--- src/rtl/uart_pkg.sv ---
// Shared UART definitions: parity encodings, transmitter FSM states and the line idle level.
package uart_pkg;

    typedef enum logic [1:0] {
        PAR_NONE     = 2'b00,
        PAR_ODD      = 2'b01,
        PAR_EVEN     = 2'b10,
        PAR_NONE_ALT = 2'b11
    } parity_e;

    typedef enum logic [2:0] {
        ST_IDLE,
        ST_START,
        ST_DATA,
        ST_PARITY,
        ST_STOP
    } tx_state_e;

    localparam logic IDLE_LEVEL = 1'b1;

    function automatic logic parity_used(input parity_e p);
        return (p == PAR_ODD) || (p == PAR_EVEN);
    endfunction

endpackage

--- src/rtl/uart_tx_fifo.sv ---
// Payload buffer for the UART transmitter; a push and a pop may share a cycle even when full.
module uart_tx_fifo #(
    parameter int DEPTH = 8,
    parameter int WIDTH = 8
) (
    input  logic             clock,
    input  logic             reset_n,
    input  logic             push,
    input  logic             pop,
    input  logic [WIDTH-1:0] din,
    output logic [WIDTH-1:0] dout,
    output logic             full,
    output logic             empty
);
    localparam int PTR_W = $clog2(DEPTH);
    localparam int CNT_W = PTR_W + 1;

    logic [WIDTH-1:0] mem [DEPTH];
    logic [PTR_W-1:0] wr_ptr, rd_ptr;
    logic [CNT_W-1:0] count;
    logic             do_push, do_pop;

    assign full    = (count == CNT_W'(DEPTH));
    assign empty   = (count == '0);
    assign do_pop  = pop && !empty;
    assign do_push = push && (!full || do_pop);
    assign dout    = mem[rd_ptr];

    // Pointers wrap naturally because DEPTH is a power of two.
    always_ff @(posedge clock or negedge reset_n) begin
        if (!reset_n) begin
            wr_ptr <= '0;
            rd_ptr <= '0;
            count  <= '0;
        end else begin
            if (do_push) wr_ptr <= wr_ptr + PTR_W'(1);
            if (do_pop)  rd_ptr <= rd_ptr + PTR_W'(1);
            case ({do_push, do_pop})
                2'b10:   count <= count + CNT_W'(1);
                2'b01:   count <= count - CNT_W'(1);
                default: count <= count;
            endcase
        end
    end

    always_ff @(posedge clock) begin
        if (do_push) mem[wr_ptr] <= din;
    end

endmodule

--- src/rtl/uart_tx_engine.sv ---
// UART transmit engine: start/data/parity/stop framing with configuration latched per frame.
// Define UART_TX_FIFO_EN to buffer payloads in a FIFO_DEPTH-entry uart_tx_fifo.
module uart_tx_engine
    import uart_pkg::*;
#(
    parameter int DATA_W     = 8,
    parameter int DIV_W      = 16,
    parameter int FIFO_DEPTH = 8
) (
    input  logic              clock,
    input  logic              reset_n,
    input  logic [DIV_W-1:0]  baud_div,
    input  logic [1:0]        parity_type,
    input  logic              stop_bits,
    input  logic [DATA_W-1:0] tx_data,
    input  logic              tx_valid,
    output logic              tx_ready,
    output logic              data_tx,
    output logic              active_flag,
    output logic              done_flag
);
    localparam int               IDX_W    = $clog2(DATA_W);
    localparam logic [IDX_W-1:0] LAST_IDX = IDX_W'(DATA_W - 1);

    if (DATA_W < 5 || DATA_W > 9 || FIFO_DEPTH < 2 || (FIFO_DEPTH & (FIFO_DEPTH - 1)) != 0) begin : g_bad_param
        $error("uart_tx_engine: illegal DATA_W or FIFO_DEPTH");
    end

    tx_state_e         state;
    logic [DIV_W-1:0]  cnt, div_q;
    parity_e           par_q;
    logic              stop2_q, stop_idx, par_bit, ready_q;
    logic [DATA_W-1:0] shreg;
    logic [IDX_W-1:0]  bit_idx;

    logic              bit_end, stop_done, take, push_req, start_avail, load;
    logic [DATA_W-1:0] next_data;

    assign bit_end   = (cnt == div_q);
    assign stop_done = (state == ST_STOP) && bit_end && (!stop2_q || stop_idx);
    assign take      = (state == ST_IDLE) || stop_done;
    assign push_req  = tx_valid && tx_ready;
    assign load      = take && start_avail;

`ifdef UART_TX_FIFO_EN
    logic              fifo_push, fifo_pop, fifo_full, fifo_empty;
    logic [DATA_W-1:0] fifo_dout;

    // An empty FIFO is bypassed so a lone payload still starts one clock after acceptance.
    assign fifo_pop    = take && !fifo_empty;
    assign fifo_push   = push_req && !(take && fifo_empty);
    assign start_avail = !fifo_empty || push_req;
    assign next_data   = fifo_empty ? tx_data : fifo_dout;
    assign tx_ready    = ready_q && !fifo_full;

    uart_tx_fifo #(
        .DEPTH (FIFO_DEPTH),
        .WIDTH (DATA_W)
    ) u_fifo (
        .clock   (clock),
        .reset_n (reset_n),
        .push    (fifo_push),
        .pop     (fifo_pop),
        .din     (tx_data),
        .dout    (fifo_dout),
        .full    (fifo_full),
        .empty   (fifo_empty)
    );
`else
    assign start_avail = push_req;
    assign next_data   = tx_data;
    assign tx_ready    = ready_q && (state == ST_IDLE);
`endif

    // Control: state, bit timing and registered line outputs.
    always_ff @(posedge clock or negedge reset_n) begin
        if (!reset_n) begin
            state       <= ST_IDLE;
            cnt         <= '0;
            bit_idx     <= '0;
            stop_idx    <= 1'b0;
            ready_q     <= 1'b0;
            data_tx     <= IDLE_LEVEL;
            active_flag <= 1'b0;
            done_flag   <= 1'b0;
        end else begin
            ready_q   <= 1'b1;
            done_flag <= stop_done;
            if (load) begin
                state       <= ST_START;
                cnt         <= '0;
                bit_idx     <= '0;
                stop_idx    <= 1'b0;
                data_tx     <= ~IDLE_LEVEL;
                active_flag <= 1'b1;
            end else if (state != ST_IDLE) begin
                cnt <= bit_end ? '0 : cnt + DIV_W'(1);
                if (bit_end) begin
                    case (state)
                        ST_START: begin
                            state   <= ST_DATA;
                            data_tx <= shreg[0];
                        end
                        ST_DATA: begin
                            if (bit_idx != LAST_IDX) begin
                                bit_idx <= bit_idx + IDX_W'(1);
                                data_tx <= shreg[0];
                            end else if (parity_used(par_q)) begin
                                state   <= ST_PARITY;
                                data_tx <= par_bit;
                            end else begin
                                state   <= ST_STOP;
                                data_tx <= IDLE_LEVEL;
                            end
                        end
                        ST_PARITY: begin
                            state   <= ST_STOP;
                            data_tx <= IDLE_LEVEL;
                        end
                        ST_STOP: begin
                            if (stop_done) begin
                                state       <= ST_IDLE;
                                active_flag <= 1'b0;
                            end else begin
                                stop_idx <= 1'b1;
                            end
                        end
                        default: state <= ST_IDLE;
                    endcase
                end
            end
        end
    end

    // Datapath: per-frame configuration and payload shifter, loaded on entry to START.
    always_ff @(posedge clock) begin
        if (load) begin
            div_q   <= baud_div;
            par_q   <= parity_e'(parity_type);
            stop2_q <= stop_bits;
            shreg   <= next_data;
            par_bit <= (^next_data) ^ (parity_e'(parity_type) == PAR_ODD);
        end else if (bit_end && (state == ST_START || state == ST_DATA)) begin
            shreg <= shreg >> 1;
        end
    end

endmodule

--- config.mk ---
export PLATFORM = sky130hd
export DESIGN_NAME = uart_tx_engine
export DESIGN_NICKNAME = d
export VERILOG_FILES = /design/src/rtl/uart_pkg.sv /design/src/rtl/uart_tx_fifo.sv /design/src/rtl/uart_tx_engine.sv
export SDC_FILE = /design/constraint.sdc
export NUM_CORES = 1
export LEC_CHECK = 0
export ABC_AREA = 1
export CORE_MARGIN = 3
export CORE_UTILIZATION = 50
export DETAILED_ROUTE_END_ITERATION = 6
export GPL_TIMING_DRIVEN = 1
export PLACE_DENSITY = 0.76
export SYNTH_ARGS = -nofsm -noshare
export SYNTH_HDL_FRONTEND = slang
export SYNTH_SLANG_ARGS = --single-unit
--- constraint.sdc ---
create_clock -name clock -period 1.9 [get_ports clock]
set_input_delay 0.285 -clock clock [delete_from_list [all_inputs] [get_ports clock]]
set_output_delay 0.285 -clock clock [all_outputs]
set_load 0.02 [all_outputs]
==> results.json, run 1 <==
{
  "leakagePower_uw": 0.00158,
  "fill_cells": 469,
  "p_comb_share_pct": 31.3,
  "vias": 2287,
  "r2r_start": "state[0]",
  "r2r_cells": 10,
  "crit_path_start_kind": "flop",
  "synth_top_cell_area_share_pct": 29.7,
  "dp_slack_ns": 0.0545,
  "num_io_pins": 34,
  "drive_gt1_share_pct": 12.6,
  "synth_seq_cells": 55,
  "ir_worst_vdd_mv": 0.664,
  "cap_violations": 0,
  "cts_root_buffer": "clkbuf_8",
  "dpl.hpwl_um": 4430,
  "cts_buffer_depth": 2,
  "yosys.area_share.simple_pct": 28.0,
  "syn-cell-area_mm2": 0.00283,
  "antenna_found_initial": 0,
  "start_util_pct": 53.3,
  "grt_setup_unrepaired": "yes",
  "n_antenna_cell": 0,
  "yosys_warnings": 0,
  "multi_input_area_mm2": 0.00112,
  "synthToLayoutAreaGrowth_pct": 22.9,
  "register_area_mm2": 0.00152,
  "period_share_pct": 94.9,
  "die_x_um": 81.2,
  "worstPathRequired_ns": 1.62,
  "rrSetupSlack_ns": 0.1,
  "tritoncts": "done",
  "synthMuxAreaShare_pct": 0,
  "ant_nets": 0,
  "status": "complete, no violations",
  "grt_pass1_wl_um": 9930,
  "nets": 421,
  "dpl.cell_count": 446,
  "drt_wl_total_um": 5870,
  "core_area_mm2": 0.00530,
  "grt_pass1_vias": 2235,
  "ctsHoldBuffers": 0,
  "setup_violations": 0,
  "portBuffers": 33,
  "hold_class": "input port to async pin",
  "synth_top_family_by_area": "simple AND/OR/NAND/NOR gates",
  "final-max-slew-violation-count": 0,
  "setup_tns_ns": 0,
  "worst_slack_ns": 0.0962,
  "grt_max_degree": 28,
  "synth_compound_area_share_pct": 5.18,
  "synth-xor-area-share_pct": 4.65,
  "vias_per_cell": 4.98,
  "pwr_density_cell_mw_per_mm2": 993,
  "cp-end-kind": "output port",
  "core.rowCount": 26,
  "cts_made_buffers": 5,
  "power_frac_seq_pct": 46.3,
  "yosysSeqAreaShare_pct": 53.7,
  "syn_inst": 336,
  "clk_latency_ns": 0.33,
  "die_y_um": 81.2,
  "drtIter0Drc": 115,
  "postSynthAreaPerCell_um2": 8.42,
  "syn-num-nets": 369,
  "internal_power_uw": 2220,
  "dieArea_mm2": 0.00659,
  "clkSinkCount": 55,
  "clk_pin_slew_ns": 0.11,
  "critPathMaxFanout": 5,
  "period_minus_slack_ns": 1.80,
  "firstDrtPassIters": 4,
  "yosysTopAreaCell": "edfxtp_1",
  "switching_share_pct": 35.6,
  "route.detailed.drc": 0,
  "ys_types": 30,
  "p_clk_share_pct": 22.5,
  "hold_viol": 0,
  "ys_top_cells_by_area": "edfxtp_1 (30%), dfrtp_1 (23%), nand2_1 (15%)",
  "worstPathArrival_ns": 1.52,
  "cts_htree_levels": 2,
  "synthAdderAreaFrac_pct": 1.33,
  "final_area_mm2": 0.00347,
  "fin_hold_ws_ns": 0.333,
  "reg2reg_to": "cnt[11]",
  "dpl-instance-area_mm2": 0.00331,
  "final_cells": 459,
  "max_freq_mhz": 554,
  "grt_usage_pct": 19.9,
  "path_class": "flop to output port",
  "p_switching_uw": 1230,
  "grt_overflow_total": 0,
  "fin_skew_ns": 0.0126,
  "avgRoutedWirePerCell_um": 12.8,
  "gp_congestion": 0.888
}
## final cells by class
type                            count  area share (%)
Clock buffer                        6            2.70
Clock inverter                      2           0.576
Inverter                           51            5.51
Multi-Input combinational cell    228            32.3
Sequential cell                    55            43.8
Tap cell                           70            2.52
Timing Repair Buffer               47            12.6
## worst max-delay path, stage by stage (launching register included)
cell and delay, ns:
dfrtp_1 0.45, nor2_2 0.18, nand2_2 0.10, nor2_4 0.12, dlygate4sd2_1 0.34
## cells in the mapped netlist, drive strengths merged
cell	n
nor4	1
a31oi	4
o21ai	13
clkinv	2
nor3	12
and3	1
clkbuf	1
inv	49
xor2	11
xnor2	4
o22ai	2
ha	3
nand3	10
conb	1
nand4	5
dfrtp	26
buf	1
nor2	37
a21oi	5
edfxtp	28
dfstp	1
nand2	118
o21bai	1
## how the worst max path moves through the flow
| stage | end | startpoint | cells past startpoint | slack (ns) |
|---|---|---|---|---|
| finish | tx_ready | state[0] | 4 | 0.1 |
| global route | cnt[11] | state[0] | 10 | -0.03 |
| CTS | shreg[1] | cnt[0] | 11 | 0.04 |
| detailed placement | shreg[3] | cnt[0] | 11 | 0.05 |
| global placement | shreg[3] | cnt[0] | 11 | 0.07 |
| floorplan | state[0] | state[0] | 9 | 0.08 |
## power groups by stage
stage	logic [µW]	clock network, µW	registers [µW]
2_1_floorplan	694	0	1600
6_report	1080	776	1600
5_1_grt	1220	834	1620
3_3_place_gp	1030	0	1620
4_1_cts	1060	791	1600
3_5_place_dp	1060	0	1620
## metrics by stage
step	util, %	power [µW]
floorplan	-	2300
global placement	62.4	2640
detailed placement	62.4	2680
CTS	64.6	3450
global route	65.5	3680
finish	65.5	3450
## state kept, by name, indices dropped and copies added (netlist names)
| signal | cells |
|---|---|
| cnt | 16 |
| div_q | 16 |
| shreg | 8 |
| bit_idx | 3 |
| state | 3 |
| par_q | 2 |
| active_flag | 1 |
| data_tx | 1 |
| done_flag | 1 |
| par_bit | 1 |
| ready_q | 1 |
| stop2_q | 1 |
| stop_idx | 1 |
## cells in the final DEF, fill, tap and decap left out, types with 2 or more instances in the layout
cell type        synthesis  final
edfxtp_1                28     28
dfrtp_1                 26     24
o21ai_0                 10     10
nand2_2                  5      4
nor2_4                   2      2
o21ai_1                  3      3
nand4_1                  5      5
xor2_1                  11     11
nand3_1                  9      9
clkdlybuf4s50_1          0     32
inv_1                   43     41
nor2_1                  32     31
clkbuf_8                 0      5
buf_4                    0     13
nor3_1                  12     12
dfrtp_2                  0      2
a31oi_1                  4      3
nand2_4                  2      3
xnor2_1                  4      4
inv_2                    6      8
nand2_1                111    111
clkinv_1                 2      2
ha_1                     3      3
o22ai_1                  2      2
nor2_2                   3      4
a21oi_1                  5      5
## routing by layer
| layer | vias up | part of all wire (%) | global-route usage (%) |
|---|---|---|---|
| li1 | 1169 | - | - |
| met1 | 1064 | 44 | 23.8 |
| met2 | 46 | 51 | 34.2 |
| met3 | 8 | 4.0 | 5.10 |
| met4 | 0 | 1.5 | 7.60 |
| met5 | - | 0 | 0 |
## cells by family (layout without fill, tap and decap cells)
kind of cell | after synthesis | count (layout)
compound gates | 25 | 25
flops | 55 | 55
fa+ha+maj | 3 | 3
other cells | 1 | 1
simple gates | 184 | 184
xor+xnor | 15 | 15
buf+inv | 53 | 106
## repair_timing
action,4_1_cts,5_1_grt
resized for setup,1,7
hold endpoints to repair,0,0
pin swaps,0,5
buffers inserted,0,5
setup endpoints to repair,1,15
Note: power is estimated with default switching activity, not from simulation.
==> run 2: changes to the inputs <==
ABC_CLOCK_PERIOD_IN_PS = 1900   (was unset)
SLEW_MARGIN = 25   (was unset)
==> results of run 2 <==
Same layout as run 1: the final DEF is identical, and so are final timing and power.
==> run 3: changes to the inputs <==
ABC_CLOCK_PERIOD_IN_PS = 1710   (was 1900)
CORE_UTILIZATION = 55   (was 50)
PLACE_DENSITY = 0.79   (was 0.76)
clock period = 1.71 ns   (was 1.9 ns; I/O delays follow)
==> run 3 against run 2 <==
  * The run now ends with setup timing left
  * Clock skew is 0.0067 ns lower
  * Register-to-register slack lost 0.19 ns
  * Sequential cell count unchanged
  * Final cell count up 3.9%
  * Sequential power is 9% higher
  * Critical path depth grew 7
  * Critical path type is now flop to flop
==> results.json, run 3 (synthesis results as in run 1) <==
{
  "cts_root_buffer": "clkbuf_8",
  "dieArea_mm2": 0.00604,
  "top_regs": "cnt (16), div_q (16), shreg (8)",
  "r2r_start": "cnt[7]",
  "hold_class": "input port to async pin",
  "start_util_pct": 58.3,
  "cts_buffer_depth": 2,
  "endpoint": "shreg[6]",
  "route.detailed.drc": 0,
  "fill_cells": 339,
  "hold_viol": 0,
  "core_area_mm2": 0.00485,
  "clkSinkCount": 55,
  "dpl.hpwl_um": 4650,
  "reg2reg_to": "shreg[6]",
  "fin_util_pct": 77.8,
  "cts_htree_levels": 2,
  "setup_violations": 20,
  "final_cell_mix": "nand2_1 (109), inv_1 (37), clkdlybuf4s50_1 (31)",
  "ant_nets": 0,
  "vias": 2452,
  "firstDrtPassIters": 4,
  "r2r_cells": 11,
  "critical_path.startpoint": "cnt[7]",
  "crit_path_start_kind": "flop",
  "clk_pin_slew_ns": 0.10,
  "fin_skew_ns": 0.00592,
  "num_io_pins": 34,
  "period_share_pct": 105,
  "drtIter0Drc": 142,
  "vias_per_cell": 5.14,
  "cap_violations": 0,
  "drt_wl_total_um": 6540,
  "grt_usage_pct": 22.9,
  "period_minus_slack_ns": 1.80,
  "grt_max_degree": 28,
  "avgRoutedWirePerCell_um": 13.7,
  "violations": "setup timing",
  "drive_gt1_share_pct": 21.2,
  "globalRouteMet3Util_pct": 3.48,
  "cp-end-kind": "flop",
  "portBuffers": 33,
  "nets": 442,
  "grt_use_met1_pct": 24.2,
  "die_x_um": 77.7,
  "setup_tns_ns": -1.16,
  "grt_pass1_wl_um": 11000,
  "n_antenna_cell": 0,
  "ctsHoldBuffers": 0,
  "path_class": "flop to flop",
  "grt_setup_unrepaired": "yes",
  "grt_pass1_vias": 2605,
  "synthToLayoutAreaGrowth_pct": 33.4,
  "cts_made_buffers": 5,
  "gp_congestion": 0.907,
  "core.rowCount": 25,
  "clk_latency_ns": 0.31,
  "critPathMaxFanout": 8,
  "top_usage_layer": "met2",
  "tritoncts": "done",
  "worstPathRequired_ns": 1.75,
  "worstPathArrival_ns": 1.84,
  "final_common_cell": "nand2_1",
  "final-max-slew-violation-count": 0,
  "rrSetupSlack_ns": -0.09,
  "ir_worst_vdd_mv": 0.724,
  "status": "finished with violations",
  "pwr_density_cell_mw_per_mm2": 1150,
  "power_uw": 4330,
  "die_y_um": 77.7,
  "antenna_found_initial": 0,
  "grt_overflow_total": 0,
  "leakagePower_uw": 0.00170,
  "worst_slack_ns": -0.0913,
  "use_met2_pct": 45.1,
  "max_freq_mhz": 555
}
## run 3: cell types whose count changed in the layout (fill, tap and decap cells not counted), sizes merged
cell / previous run / this run
clkbuf: 6 / 5
bufinv: 0 / 2
clkinvlp: 0 / 1
clkdlybuf4s50: 32 / 31
inv: 51 / 49
buf: 14 / 35
clkdlybuf4s15: 0 / 1
## run 3: routing by layer
layer	vias to the layer above	part of all wire (%)
met5	-	0
met4	0	1.7
met3	15	4.1
met2	64	56
met1	1166	38
li1	1207	-
## run 3: worst min path at each step
| stage | slack [ns] | to | from | cells past startpoint |
|---|---|---|---|---|
| after global placement | 0.46 | active_flag | active_flag | 2 |
| after floorplan | -0.04 | active_flag | reset_n | 0 |
| final | 0.33 | cnt[7] | reset_n | 2 |
| after global routing | 0.36 | stop_idx | reset_n | 2 |
| after CTS | 0.34 | stop_idx | reset_n | 2 |
| after detailed placement | 0.46 | active_flag | active_flag | 2 |
## run 3: timing repair
item,in CTS,in global routing
hold endpoints to repair,0,0
resized for setup,5,30
pin swaps,0,5
buffers inserted,4,0
endpoints found under the setup margin,18,31
## run 3: report_power, final
group	internal [µW]	leakage, µW	switching [µW]	total [µW]
clock	583	0.0000644	422	1010
sequential	1640	0.000618	116	1750
combinational	658	0.00102	918	1580
## run 3: critical path: stages, from the launching register on
cell and delay (ns):
dfrtp_1 0.42, inv_2 0.06, nand2_1 0.06, nand2_1 0.07, nor2_1 0.13, nand2_1 0.11
nor2_2 0.15, nand2_2 0.09, nand2_2 0.10, inv_2 0.05, a31oi_4 0.15, buf_12 0.14
## run 3: per-stage QoR
step	hold WS, ns	cells	setup WS [ns]	cell area [µm²]
2_1_floorplan	-0.0391	336	-0.0361	2850
3_3_place_gp	0.460	465	0.0475	3510
3_5_place_dp	0.465	465	-0.0740	3510
4_1_cts	0.337	477	0.00253	3690
5_1_grt	0.357	477	-0.182	3770
6_report	0.326	477	-0.0913	3770
## run 3: cell type report
cell class | instances | area (µm²) | area share (%)
Inverter | 51 | 194 | 5.14
Multi-Input combinational cell | 228 | 1190 | 31.7
Tap cell | 67 | 83.8 | 2.22
Clock buffer | 5 | 68.8 | 1.82
Clock inverter | 3 | 67.6 | 1.79
Timing Repair Buffer | 68 | 644 | 17.1
Sequential cell | 55 | 1520 | 40.2
